## config.mk

```make
export PLATFORM = sky130hd
export DESIGN_NAME = fp_result_buffer
export DESIGN_NICKNAME = d
export VERILOG_FILES = /design/src/rtl/fp_result_buffer.sv
export SDC_FILE = /design/constraint.sdc
export NUM_CORES = 1
export LEC_CHECK = 0
export ABC_CLOCK_PERIOD_IN_PS = 4310
export BUFFER_PORTS_ARGS = -buffer_cell sky130_fd_sc_hd__buf_2
export CAP_MARGIN = 15
export CORE_UTILIZATION = 48
export DETAILED_ROUTE_END_ITERATION = 12
export GPL_ROUTABILITY_DRIVEN = 1
export GPL_TIMING_DRIVEN = 0
export MAX_ROUTING_LAYER = met4
export PLACE_DENSITY = 0.69
export SLEW_MARGIN = 20
export SYNTH_ARGS = -nofsm -noshare
export SYNTH_HDL_FRONTEND = slang
export SYNTH_SLANG_ARGS = --single-unit
```

## constraint.sdc

```tcl
create_clock -name clk -period 4.31 [get_ports clk]
set_clock_uncertainty 0.05 [all_clocks]
set_input_delay 0.862 -clock clk [delete_from_list [all_inputs] [get_ports clk]]
set_output_delay 0.862 -clock clk [all_outputs]
set_load 0.1 [all_outputs]
```

## src/rtl/fp_result_buffer.sv

```systemverilog
// fp_result_buffer: in-order circular FIFO that holds FP unit results until
// the common data bus grants them. The head entry is presented combinationally
// and held stable until granted. ce_o stalls the unit early enough that the
// result already registered inside it always has a free slot.
// Optional feature macro: FPRB_BYPASS_EN. When it is defined, a result that
// arrives while the buffer is empty is offered on the bus in the same cycle.
module fp_result_buffer #(
  parameter int FPWID = 80,
  parameter int TAGW  = 6,
  parameter int EXCW  = 8,
  parameter int DEPTH = 4
) (
  input  logic             clk,
  input  logic             rst,
  // Result from the upstream FP unit
  input  logic             v_i,
  input  logic [TAGW-1:0]  tag_i,
  input  logic [FPWID+3:0] o_i,
  input  logic             zero_i,
  input  logic             inf_i,
  input  logic             pos_i,
  input  logic             neg_i,
  input  logic [EXCW-1:0]  exc_i,
  output logic             ce_o,
  // Control
  input  logic             flush,
  input  logic             clr_exc,
  // Common data bus side
  output logic             cdb_req,
  input  logic             cdb_gnt,
  output logic [TAGW-1:0]  cdb_tag,
  output logic [FPWID+3:0] cdb_res,
  output logic             cdb_zero,
  output logic             cdb_inf,
  output logic             cdb_pos,
  output logic             cdb_neg,
  output logic [EXCW-1:0]  cdb_exc,
  // Sticky status
  output logic             ovf_err,
  output logic             exc_sticky
);

  localparam int PW = $clog2(DEPTH);
  localparam int CW = $clog2(DEPTH + 1);

  typedef struct packed {
    logic [TAGW-1:0]  tag;
    logic [FPWID+3:0] res;
    logic             zero;
    logic             inf;
    logic             pos;
    logic             neg;
    logic [EXCW-1:0]  exc;
  } entry_t;

  entry_t        r_mem [DEPTH];
  logic [PW-1:0] r_wptr;
  logic [PW-1:0] r_rptr;
  logic [CW-1:0] r_count;
  logic          r_ovf_err;
  logic          r_exc_sticky;

  entry_t w_in;
  entry_t w_head;
  entry_t w_out;
  logic   w_empty;
  logic   w_full;
  logic   w_req;
  logic   w_byp_take;
  logic   w_pop_fifo;
  logic   w_push;
  logic   w_drop;
  logic   w_deliver;

  assign w_in = '{tag: tag_i, res: o_i, zero: zero_i, inf: inf_i,
                  pos: pos_i, neg: neg_i, exc: exc_i};

  assign w_head  = r_mem[r_rptr];
  assign w_empty = (r_count == '0);
  assign w_full  = (r_count == CW'(DEPTH));

  // Select what the bus sees: the stored head, or the live input when bypassing.
  // NOTE: every always_comb output gets a default first so no latch is inferred.
  always_comb begin
    w_out      = w_head;
    w_req      = !w_empty;
    w_byp_take = 1'b0;
`ifdef FPRB_BYPASS_EN
    if (w_empty && v_i) begin
      w_out      = w_in;
      w_req      = 1'b1;
      w_byp_take = cdb_gnt;
    end
`endif
  end

  // A grant only removes a stored entry when one exists; a bypassed result
  // granted in its arrival cycle is consumed and never written.
  assign w_pop_fifo = !w_empty && cdb_gnt;
  assign w_push     = v_i && !w_byp_take && (!w_full || w_pop_fifo);
  assign w_drop     = v_i && w_full && !w_pop_fifo;
  assign w_deliver  = w_req && cdb_gnt;

  assign cdb_req    = w_req;
  assign cdb_tag    = w_out.tag;
  assign cdb_res    = w_out.res;
  assign cdb_zero   = w_out.zero;
  assign cdb_inf    = w_out.inf;
  assign cdb_pos    = w_out.pos;
  assign cdb_neg    = w_out.neg;
  assign cdb_exc    = w_out.exc;

  // Keep one slot free for the result already in flight inside the unit.
  assign ce_o       = (r_count <= CW'(DEPTH - 2));

  assign ovf_err    = r_ovf_err;
  assign exc_sticky = r_exc_sticky;

  // Pointer and occupancy bookkeeping; flush empties the FIFO and drops this cycle's push/pop.
  // NOTE: sequential state uses non-blocking assignments so every flop samples pre-edge values.
  always_ff @(posedge clk) begin
    if (rst || flush) begin
      r_wptr  <= '0;
      r_rptr  <= '0;
      r_count <= '0;
    end else begin
      if (w_push)     r_wptr <= r_wptr + 1'b1;
      if (w_pop_fifo) r_rptr <= r_rptr + 1'b1;
      if (w_push && !w_pop_fifo)      r_count <= r_count + 1'b1;
      else if (!w_push && w_pop_fifo) r_count <= r_count - 1'b1;
    end
  end

  // Entry storage write.
  // NOTE: storage is deliberately not reset; entries are only visible once count covers them.
  always_ff @(posedge clk) begin
    if (w_push) r_mem[r_wptr] <= w_in;
  end

  // Sticky flags: clear first, then a same-cycle set event overrides the clear.
  always_ff @(posedge clk) begin
    if (rst) begin
      r_ovf_err    <= 1'b0;
      r_exc_sticky <= 1'b0;
    end else begin
      if (clr_exc) begin
        r_ovf_err    <= 1'b0;
        r_exc_sticky <= 1'b0;
      end
      if (w_drop) r_ovf_err <= 1'b1;
      if (w_deliver && !flush && (w_out.exc != '0)) r_exc_sticky <= 1'b1;
    end
  end

endmodule

```

==> results of run 1 <==
## power by group
group / switching, uW / leakage, uW / internal, uW
registers: 28.7 / 0.00383 / 4600
clock network: 1420 / 0.000647 / 2070
logic: 950 / 0.00169 / 252
## synth_stat cells
cell type / count / area [um^2]
sky130_fd_sc_hd__a211oi_1: 1 / 7.510
sky130_fd_sc_hd__a21o_1: 1 / 7.510
sky130_fd_sc_hd__a21oi_1: 3 / 15.01
sky130_fd_sc_hd__and2_1: 4 / 25.02
sky130_fd_sc_hd__and3_1: 1 / 6.260
sky130_fd_sc_hd__buf_1: 6 / 22.52
sky130_fd_sc_hd__buf_2: 6 / 30.03
sky130_fd_sc_hd__buf_4: 6 / 45.04
sky130_fd_sc_hd__buf_6: 1 / 11.26
sky130_fd_sc_hd__clkbuf_1: 5 / 18.77
sky130_fd_sc_hd__dfxtp_1: 11 / 220.2
sky130_fd_sc_hd__edfxtp_1: 408 / 12250
sky130_fd_sc_hd__fa_1: 1 / 20.02
sky130_fd_sc_hd__ha_1: 5 / 62.56
sky130_fd_sc_hd__inv_1: 3 / 11.26
sky130_fd_sc_hd__mux2i_1: 2 / 20.02
sky130_fd_sc_hd__mux4_1: 2 / 52.55
sky130_fd_sc_hd__mux4_2: 100 / 2252
sky130_fd_sc_hd__nand2_1: 1 / 3.750
sky130_fd_sc_hd__nor2_1: 9 / 33.78
sky130_fd_sc_hd__nor2b_1: 2 / 12.51
sky130_fd_sc_hd__nor4_1: 2 / 12.51
sky130_fd_sc_hd__nor4b_1: 1 / 8.760
sky130_fd_sc_hd__o21ai_0: 1 / 5.000
sky130_fd_sc_hd__or2_2: 1 / 6.260
sky130_fd_sc_hd__or3_1: 2 / 12.51
sky130_fd_sc_hd__xnor2_1: 2 / 17.52
sky130_fd_sc_hd__xor2_1: 3 / 26.28
## per-stage QoR
| stage | std cells | hold WS (ps) |
|---|---|---|
| after floorplan | 590 | 424.5 |
| after global placement | 1199 | 378.7 |
| after detailed placement | 1207 | 385.8 |
| after CTS | 1281 | 399.7 |
| after global routing | 1282 | 434.4 |
| final | 1282 | 399.1 |
## per-layer routing
| metal | track usage | up-vias | wire length, um |
|---|---|---|---|
| met2 | 0.3038 | 188 | 14250 |
| li1 | - | 3075 | - |
| met4 | 0.05504 | 0 | 697 |
| met1 | 0.2269 | 3598 | 11450 |
| met5 | - | - | 0 |
| met3 | 0.03698 | 50 | 1433 |
## worst min path at each step
stage,from,end,slack [ps],cells past startpoint
after floorplan,r_count[2],r_count[2],420,2
after global placement,exc_sticky,exc_sticky,380,1
after detailed placement,exc_sticky,exc_sticky,390,1
after CTS,exc_sticky,exc_sticky,400,1
after global routing,exc_sticky,exc_sticky,430,1
final,exc_sticky,exc_sticky,400,1
## area by class of cell
cell class	instances	area, um^2	share of cell area
flip-flops and latches	419	12470	0.6802
multi-input cells	144	2618	0.1428
repair buffers	221	1286	0.07015
clock buffers	53	1156	0.06305
well taps	396	495.5	0.02702
clock inverters	21	167.7	0.009144
plain buffers	24	127.6	0.006960
inverters	3	11.26	0.0006141
diodes	1	2.502	0.0001365
## critical path: cells and delay by family (launching register included)
| kind | cells | cell delay [ps] |
|---|---|---|
| flip-flops | 1 | 370 |
| multiplexers | 1 | 340 |
| buffers and inverters | 4 | 1650 |
## cell families (layout without fill, tap and decap cells)
kind of cell / after synthesis / after routing / share of synthesized area
DFF: 419 / 419 / 0.8195
adders and majority gates: 6 / 6 / 0.005426
buffers and inverters: 27 / 322 / 0.009126
and+or+nand+nor: 23 / 23 / 0.007975
other: 0 / 1 / 0
muxes: 104 / 104 / 0.1528
AOI/OAI and AO/OA: 6 / 6 / 0.002302
xor gates and xnor gates: 5 / 5 / 0.002878
## registers in the layout, indices dropped and copies added (netlist names), named ones only
register	cells
ovf_err	1
r_rptr	2
r_mem	408
r_wptr	2
r_count	3
exc_sticky	1
==> impl_results.html, run 1 <==
<table>
<tr><th>Metric</th><th>Value</th></tr>
<tr><th colspan="2">GRT</th></tr>
<tr><td>Wire length of the first global-routing pass</td><td>around 43000 um</td></tr>
<tr><td>Global-route congestion overflow total</td><td>0</td></tr>
<tr><td>Maximum number of pins on one net before global-route repair</td><td>47</td></tr>
<tr><td>Initial antenna violation count</td><td>1</td></tr>
<tr><td>Vias in the first global route</td><td>around 7500</td></tr>
<tr><td>Total global-route track usage</td><td>0.1822</td></tr>
<tr><th colspan="2">Detailed routing</th></tr>
<tr><td>DR iter-0 viols</td><td>377</td></tr>
<tr><td>Average wire per cell in the routed design</td><td>about 22 um</td></tr>
<tr><td>DRT Pass-1 Iters</td><td>4</td></tr>
<tr><td>Post-DR vias/cell</td><td>approximately 5.4</td></tr>
<tr><td>Aggregate routed wire length</td><td>approximately 28000 um</td></tr>
<tr><td>Remaining DRCs</td><td>0</td></tr>
<tr><td>Remaining antenna violation count after routing</td><td>0</td></tr>
<tr><td>DR vias</td><td>6911</td></tr>
<tr><th colspan="2">Floorplanning</th></tr>
<tr><td>Die area</td><td>around 32000 um^2</td></tr>
<tr><td>Starting Density</td><td>0.4923</td></tr>
<tr><td>Core Box Area</td><td>30910 um^2</td></tr>
<tr><td>Die height</td><td>between 150 and 200 um</td></tr>
<tr><td>Number of ports placed on the die boundary</td><td>roughly 210</td></tr>
<tr><td>Die span in x</td><td>180.1 um</td></tr>
<tr><td>Placement Rows</td><td>64</td></tr>
<tr><th colspan="2">Synthesis</th></tr>
<tr><td>Flip-flop and latch count after synthesis</td><td>roughly 420</td></tr>
<tr><td>Yosys warning total</td><td>0</td></tr>
<tr><td>Number of nets produced by synthesis</td><td>between 700 and 800</td></tr>
<tr><td>Distinct cells, synth</td><td>28</td></tr>
<tr><td>Avg Inst Size Synth</td><td>about 26 um^2</td></tr>
<tr><td>Gate count of the mapped netlist</td><td>about 600</td></tr>
<tr><td>Syn Std Cell Area</td><td>about 15000 um^2</td></tr>
<tr><td>Seq/Total Area, Yosys</td><td>0.8195</td></tr>
<tr><th colspan="2">STA</th></tr>
<tr><td>Slew Limit Fails</td><td>0</td></tr>
<tr><td>Slew Limit Headroom</td><td>0.5472</td></tr>
<tr><td># setup viols final</td><td>0</td></tr>
<tr><td>Count of final hold-check violations</td><td>0</td></tr>
<tr><td>Highest achievable clock rate</td><td>0.2640 GHz</td></tr>
<tr><td>Transition time of the tightest slew-check pin</td><td>between 600 and 700 ps</td></tr>
<tr><td>Sum of negative setup slack</td><td>0 ps</td></tr>
<tr><td>Unrepaired setup endpoints after global routing</td><td>no</td></tr>
<tr><td>Min Clock Period, post-route</td><td>about 3800 ps</td></tr>
<tr><td>Setup WS post-layout</td><td>521.5 ps</td></tr>
<tr><td>Final worst path period share</td><td>0.8790</td></tr>
<tr><th colspan="2">Place</th></tr>
<tr><td>Pre-CTS setup slack</td><td>~970 ps</td></tr>
<tr><td>Routability cong.</td><td>between 0.6 and 0.7</td></tr>
<tr><td># port buffers</td><td>213</td></tr>
<tr><td>Placement-stage cell area</td><td>17010 um^2</td></tr>
<tr><td>Final HPWL DP</td><td>17290 um</td></tr>
<tr><th colspan="2">Clock network</th></tr>
<tr><td>CTS clock-pin slew for the worst setup and hold paths</td><td>roughly 60 ps</td></tr>
<tr><td>Number of H-tree branching levels</td><td>2</td></tr>
<tr><td>Inserted Clock Buffers</td><td>43</td></tr>
<tr><td>Count of hold-fix buffers inserted at cts</td><td>0</td></tr>
<tr><td>Clk_lat worst skew</td><td>~520 ps</td></tr>
<tr><td>Clock root buffer</td><td>sky130_fd_sc_hd__clkbuf_16</td></tr>
<tr><td>Total number of clock tree sinks</td><td>419</td></tr>
<tr><td>CTS tree</td><td>yes</td></tr>
<tr><td>Setup bufs post-CTS</td><td>0</td></tr>
<tr><td>Post-CTS resize count</td><td>0</td></tr>
<tr><td>Clk buf depth</td><td>3</td></tr>
<tr><th colspan="2">Final layout</th></tr>
<tr><td>Leading cell type in the layout, fill and taps excluded</td><td>sky130_fd_sc_hd__edfxtp_1</td></tr>
<tr><td>Layout overhead on the synthesized area</td><td>20.49%</td></tr>
<tr><td>Leading cell types in the layout, fill and taps excluded</td><td>sky130_fd_sc_hd__edfxtp_1 (408), sky130_fd_sc_hd__buf_2 (219), sky130_fd_sc_hd__mux4_2 (100)</td></tr>
<tr><td>Filler cells</td><td>between 2000 and 2500</td></tr>
<tr><td>Share of post-route cells with drive strength above 1</td><td>0.4429</td></tr>
<tr><td>Final net count</td><td>970</td></tr>
<tr><td>Post-route cell area</td><td>roughly 18000 um^2</td></tr>
<tr><td>Post-route core utilization</td><td>0.5932</td></tr>
<tr><th colspan="2">Run status</th></tr>
<tr><td>Run status</td><td>finished clean</td></tr>
<tr><th colspan="2">Setup path</th></tr>
<tr><td>Worst reg2reg startpoint</td><td>r_count[0]</td></tr>
<tr><td>Worst-case register-to-register setup slack</td><td>between 1500 and 2000 ps</td></tr>
<tr><td>Startpoint types</td><td>flop</td></tr>
<tr><td>Critical path start-end classification</td><td>flop to output pin</td></tr>
<tr><td>Slowest Stage Delay on Critical Path</td><td>570 ps</td></tr>
<tr><td>CP required</td><td>approximately 3400 ps</td></tr>
<tr><td>Worst flop-to-flop path endpoint</td><td>r_count[2]</td></tr>
<tr><td>Type of element capturing the critical path</td><td>output pin</td></tr>
<tr><td>Most frequent cell on the critical path</td><td>sky130_fd_sc_hd__buf_2</td></tr>
<tr><td>Depth of the worst register-to-register path</td><td>9</td></tr>
<tr><td>CP Cell Sequence</td><td>buf_2 -&gt; buf_2 -&gt; buf_1 -&gt; mux4_2 -&gt; buf_2</td></tr>
<tr><td>Arrival time of data at the critical path endpoint</td><td>2880 ps</td></tr>
<tr><td>Library cell contributing the largest single delay on the critical path</td><td>sky130_fd_sc_hd__buf_1</td></tr>
<tr><td>Biggest fanout along the worst timing path</td><td>10</td></tr>
<tr><td>CP Capture Point</td><td>cdb_res[48]</td></tr>
<tr><th colspan="2">Job</th></tr>
<tr><td>Number of max-capacitance violations reported</td><td>0</td></tr>
<tr><th colspan="2">Power and ir drop</th></tr>
<tr><td>Leakage power figure</td><td>about 0.0062 uW</td></tr>
<tr><td>Power per cell area</td><td>between 500 and 600 nW/um^2</td></tr>
<tr><td>PnR Total Power</td><td>9320 uW</td></tr>
<tr><td>Worst supply voltage drop on vdd</td><td>0.3917 mV</td></tr>
<tr><th colspan="2">Min path</th></tr>
<tr><td>Type of the worst min-delay path</td><td>flop to flop</td></tr>
</table>
Note: power is estimated with default switching activity, not from simulation.
==> run 2: changes to the inputs <==
--- a/config.mk
+++ b/config.mk
@@ -5,13 +5,13 @@
 export SDC_FILE = /design/constraint.sdc
 export NUM_CORES = 1
 export LEC_CHECK = 0
+export ABC_AREA = 1
 export ABC_CLOCK_PERIOD_IN_PS = 4310
 export BUFFER_PORTS_ARGS = -buffer_cell sky130_fd_sc_hd__buf_2
 export CAP_MARGIN = 15
 export CORE_UTILIZATION = 48
 export DETAILED_ROUTE_END_ITERATION = 12
 export GPL_ROUTABILITY_DRIVEN = 1
-export GPL_TIMING_DRIVEN = 0
 export MAX_ROUTING_LAYER = met4
 export PLACE_DENSITY = 0.69
 export SLEW_MARGIN = 20
==> run 2 against run 1 <==
Sequential power barely moved. Cell count rose by 37%. Via count rose by 36%. Utilization fell by 1.3 points. Routed wire length rose by 16%. Sequential share of layout area fell by 0.35 points. Design area rose by 0.57%. Worst hold slack improved by 12 ps. Largest power group unchanged. Maximum frequency rose by 8.9%. Total power fell by 0.70%. Register-to-register slack improved by 70 ps. Clock power fell by 4%.
==> impl_results.html, run 2 <==
<table>
<tr><th>Metric</th><th>Value</th></tr>
<tr><th colspan="2">Power and ir drop</th></tr>
<tr><td>Proportion of power drawn by combinational gates</td><td>0.138</td></tr>
<tr><td>Switching power summed over all nets</td><td>around 2500 uW</td></tr>
<tr><td>Leakage power figure</td><td>~0.0066 uW</td></tr>
<tr><td>Power per cell area</td><td>about 500 nW/um^2</td></tr>
<tr><td>Worst supply voltage drop on vdd</td><td>~0.35 mV</td></tr>
<tr><td>PnR Total Power</td><td>~9300 uW</td></tr>
<tr><td>Clock network fraction of design power</td><td>0.360</td></tr>
<tr><td>Switching power share of the total</td><td>0.2716</td></tr>
<tr><td>Share of total power in sequential cells</td><td>0.502</td></tr>
<tr><td>Cell internal power dissipation</td><td>about 6700 uW</td></tr>
<tr><th colspan="2">Synthesis</th></tr>
<tr><td>Most instantiated library cell after synthesis</td><td>sky130_fd_sc_hd__edfxtp_1</td></tr>
<tr><td>Leading cell types by count after synthesis</td><td>sky130_fd_sc_hd__edfxtp_1 (408), sky130_fd_sc_hd__nor2_1 (200), sky130_fd_sc_hd__o21ai_0 (154)</td></tr>
<tr><td>Yosys top cell area share</td><td>0.7830</td></tr>
<tr><td>Leading post-synthesis cells by cell area</td><td>sky130_fd_sc_hd__edfxtp_1 (78%), sky130_fd_sc_hd__o21ai_0 (4.9%), sky130_fd_sc_hd__nor2_1 (4.8%)</td></tr>
<tr><td>Cell taking the most area after synthesis</td><td>sky130_fd_sc_hd__edfxtp_1</td></tr>
<tr><td>Number of enable-type register cells in the synthesized netlist</td><td>408</td></tr>
<tr><td>Gate count of the mapped netlist</td><td>around 1100</td></tr>
<tr><td>Seq/Total Area, Yosys</td><td>0.7971</td></tr>
<tr><td>Syn Std Cell Area</td><td>15650 um^2</td></tr>
<tr><td>Share of synthesized flip-flops with an asynchronous set or reset</td><td>0</td></tr>
<tr><td>Avg Inst Size Synth</td><td>between 10 and 15 um^2</td></tr>
<tr><td>Yosys warning total</td><td>0</td></tr>
<tr><td>Number of nets produced by synthesis</td><td>around 1200</td></tr>
<tr><td>Predominant post-synthesis flop cell</td><td>sky130_fd_sc_hd__edfxtp_1</td></tr>
<tr><td>Flip-flop and latch count after synthesis</td><td>419</td></tr>
<tr><td>Distinct cells, synth</td><td>27</td></tr>
<tr><th colspan="2">Place</th></tr>
<tr><td>Placed instance count</td><td>1685</td></tr>
<tr><td>Final HPWL DP</td><td>between 15000 and 20000 um</td></tr>
<tr><td>Routability cong.</td><td>0.7199</td></tr>
<tr><td># port buffers</td><td>about 210</td></tr>
<tr><th colspan="2">Clock network</th></tr>
<tr><td>Inserted Clock Buffers</td><td>43</td></tr>
<tr><td>Count of hold-fix buffers inserted at cts</td><td>0</td></tr>
<tr><td>CTS clock-pin slew for the worst setup and hold paths</td><td>60 ps</td></tr>
<tr><td>Clk buf depth</td><td>3</td></tr>
<tr><td>Clk_lat worst skew</td><td>520 ps</td></tr>
<tr><td>Post-CTS resize count</td><td>0</td></tr>
<tr><td>Total number of clock tree sinks</td><td>between 400 and 500</td></tr>
<tr><td>Clock root buffer</td><td>sky130_fd_sc_hd__clkbuf_16</td></tr>
<tr><td>Setup bufs post-CTS</td><td>0</td></tr>
<tr><td>CTS tree</td><td>yes</td></tr>
<tr><td>Number of H-tree branching levels</td><td>2</td></tr>
<tr><th colspan="2">Setup path</th></tr>
<tr><td>CP required</td><td>approximately 3400 ps</td></tr>
<tr><td>Worst reg2reg startpoint</td><td>r_count[0]</td></tr>
<tr><td>Worst flop-to-flop path endpoint</td><td>r_count[2]</td></tr>
<tr><td>Biggest fanout along the worst timing path</td><td>just over 200</td></tr>
<tr><td>Type of element capturing the critical path</td><td>output pin</td></tr>
<tr><td>Arrival time of data at the critical path endpoint</td><td>2570 ps</td></tr>
<tr><td>Critical path start-end classification</td><td>flop to output pin</td></tr>
<tr><td>Worst-case register-to-register setup slack</td><td>about 2000 ps</td></tr>
<tr><td>CP Capture Point</td><td>cdb_res[42]</td></tr>
<tr><td>Depth of the worst register-to-register path</td><td>11</td></tr>
<tr><td>Startpoint types</td><td>flop</td></tr>
<tr><th colspan="2">GRT</th></tr>
<tr><td>Layer carrying the most global-route usage</td><td>met2</td></tr>
<tr><td>Global-route congestion overflow total</td><td>0</td></tr>
<tr><td>Met3 routing resource usage after global routing</td><td>0.04430</td></tr>
<tr><td>Initial antenna violation count</td><td>7</td></tr>
<tr><td>Met1 usage</td><td>0.2528</td></tr>
<tr><td>Maximum number of pins on one net before global-route repair</td><td>205</td></tr>
<tr><td>Vias in the first global route</td><td>~9200</td></tr>
<tr><td>Met2 Track Usage GR</td><td>0.3252</td></tr>
<tr><td>Wire length of the first global-routing pass</td><td>roughly 50000 um</td></tr>
<tr><td>Total global-route track usage</td><td>0.1995</td></tr>
<tr><th colspan="2">Detailed routing</th></tr>
<tr><td>DR vias</td><td>roughly 9400</td></tr>
<tr><td>DR iter-0 viols</td><td>roughly 680</td></tr>
<tr><td>Post-DR vias/cell</td><td>roughly 5.3</td></tr>
<tr><td>Aggregate routed wire length</td><td>between 30000 and 40000 um</td></tr>
<tr><td>Average wire per cell in the routed design</td><td>18.33 um</td></tr>
<tr><td>Remaining antenna violation count after routing</td><td>0</td></tr>
<tr><td>DRT Pass-1 Iters</td><td>5</td></tr>
<tr><td>Remaining DRCs</td><td>0</td></tr>
<tr><th colspan="2">Final layout</th></tr>
<tr><td>Post-route core utilization</td><td>0.5799</td></tr>
<tr><td>Biggest register</td><td>r_mem</td></tr>
<tr><td>Leading cell types in the layout, fill and taps excluded</td><td>sky130_fd_sc_hd__edfxtp_1 (408), sky130_fd_sc_hd__buf_2 (213), sky130_fd_sc_hd__nor2_1 (196)</td></tr>
<tr><td>Largest registers</td><td>r_mem: 408 flops, r_count: 3 flops</td></tr>
<tr><td>Count of placed standard cells in the final layout, fillers left out</td><td>roughly 1800</td></tr>
<tr><td>Share of post-route cells with drive strength above 1</td><td>0.2227</td></tr>
<tr><td>Leading cell type in the layout, fill and taps excluded</td><td>sky130_fd_sc_hd__edfxtp_1</td></tr>
<tr><td>Max FFs per register</td><td>around 400</td></tr>
<tr><td>Final net count</td><td>1409</td></tr>
<tr><td>Layout overhead on the synthesized area</td><td>17.86%</td></tr>
<tr><th colspan="2">STA</th></tr>
<tr><td>Transition time of the tightest slew-check pin</td><td>roughly 890 ps</td></tr>
<tr><td>Count of final hold-check violations</td><td>0</td></tr>
<tr><td>Slew Limit Headroom</td><td>0.4035</td></tr>
<tr><td>Final worst path period share</td><td>0.8069</td></tr>
<tr><td>Highest achievable clock rate</td><td>about 0.29 GHz</td></tr>
<tr><td>Sum of negative setup slack</td><td>0 ps</td></tr>
<tr><td>Slew Limit Fails</td><td>0</td></tr>
<tr><td># setup viols final</td><td>0</td></tr>
<tr><td>Min Clock Period, post-route</td><td>3478 ps</td></tr>
<tr><td>Unrepaired setup endpoints after global routing</td><td>no</td></tr>
<tr><th colspan="2">Run status</th></tr>
<tr><td>Run status</td><td>finished clean</td></tr>
<tr><th colspan="2">Min path</th></tr>
<tr><td>Start point of the worst hold path</td><td>ovf_err</td></tr>
<tr><td>Type of the worst min-delay path</td><td>flop to flop</td></tr>
<tr><th colspan="2">Floorplanning</th></tr>
<tr><td>Placement Rows</td><td>65</td></tr>
<tr><td>Number of ports placed on the die boundary</td><td>approximately 210</td></tr>
<tr><td>Die span in x</td><td>182.5 um</td></tr>
<tr><td>Die area</td><td>~33000 um^2</td></tr>
<tr><td>Core Box Area</td><td>about 32000 um^2</td></tr>
<tr><td>Die height</td><td>about 180 um</td></tr>
<tr><td>Starting Density</td><td>0.4920</td></tr>
<tr><th colspan="2">Job</th></tr>
<tr><td>Number of max-capacitance violations reported</td><td>0</td></tr>
</table>
-- run 2: cell count changes after synthesis, moves of 17 or more --
cell | before | now
sky130_fd_sc_hd__clkbuf_1 | 5 | 41
sky130_fd_sc_hd__inv_1 | 3 | 22
sky130_fd_sc_hd__mux4_2 | 100 | 0
sky130_fd_sc_hd__nand2_1 | 1 | 57
sky130_fd_sc_hd__nand3_1 | 0 | 17
sky130_fd_sc_hd__nor2_1 | 9 | 200
sky130_fd_sc_hd__o21ai_0 | 1 | 154
sky130_fd_sc_hd__o21ai_1 | 0 | 35
sky130_fd_sc_hd__o22ai_1 | 0 | 94
-- run 2: routing by layer --
| layer | up-vias | part of all wire |
|---|---|---|
| met2 | 305 | 0.48 |
| met1 | 4525 | 0.42 |
| met4 | 0 | 0.021 |
| li1 | 4475 | - |
| met5 | - | 0 |
| met3 | 61 | 0.074 |
-- run 2: through the flow --
step	area, um^2	worst slack, ps	hold WS, ps
global route	18440	679.2	437.7
global placement	17180	1401	397.5
finish	18440	832.1	410.6
detailed placement	17180	1373	399.5
CTS	18420	815.1	408.7
floorplan	15650	-1675	429.6
-- run 2: worst min path at each step --
| stage | end | slack, ps | cells after the start |
|---|---|---|---|
| CTS | ovf_err | 410 | 2 |
| global route | exc_sticky | 440 | 2 |
| global placement | ovf_err | 400 | 2 |
| floorplan | r_wptr[0] | 430 | 2 |
| finish | ovf_err | 410 | 2 |
| detailed placement | ovf_err | 400 | 2 |
-- run 2: power by group through the flow --
stage	Combinational [uW]	Sequential [uW]	Clock [uW]
after floorplan	1010	4750	0
after global placement	1270	4720	0
after detailed placement	1280	4730	0
after CTS	1280	4640	3400
after global routing	1340	4650	3560
final	1280	4640	3340
-- run 2: kinds of logic (layout without fill, tap and decap cells) --
kind of cell               after synthesis  after routing  synth area share
AOI/OAI and AO/OA                      292            292            0.1016
xor gates and xnor gates                 1              1         0.0005599
adders and majority gates                6              6          0.005278
buffers and inverters                   91            323           0.02607
DFF                                    419            419            0.7971
other                                    0              7                 0
and+or+nand+nor                        279            279           0.06933
-- run 2: worst max-delay path: stages (launching register included) --
cell and delay (ps):
sky130_fd_sc_hd__dfxtp_4 380, sky130_fd_sc_hd__buf_12 580, sky130_fd_sc_hd__o21ai_0 260, sky130_fd_sc_hd__o22ai_1 210, sky130_fd_sc_hd__buf_2 460
-- run 2: final cells by class --
cell class	instances	area, um^2
Inverter	24	96.34
Clock inverter	17	132.6
Tap cell	435	544.3
Timing Repair Buffer	229	1261
Antenna cell	7	17.52
Clock buffer	53	1114
Multi-Input combinational cell	578	2796
Sequential cell	419	12480
Fill cell	2473	13360
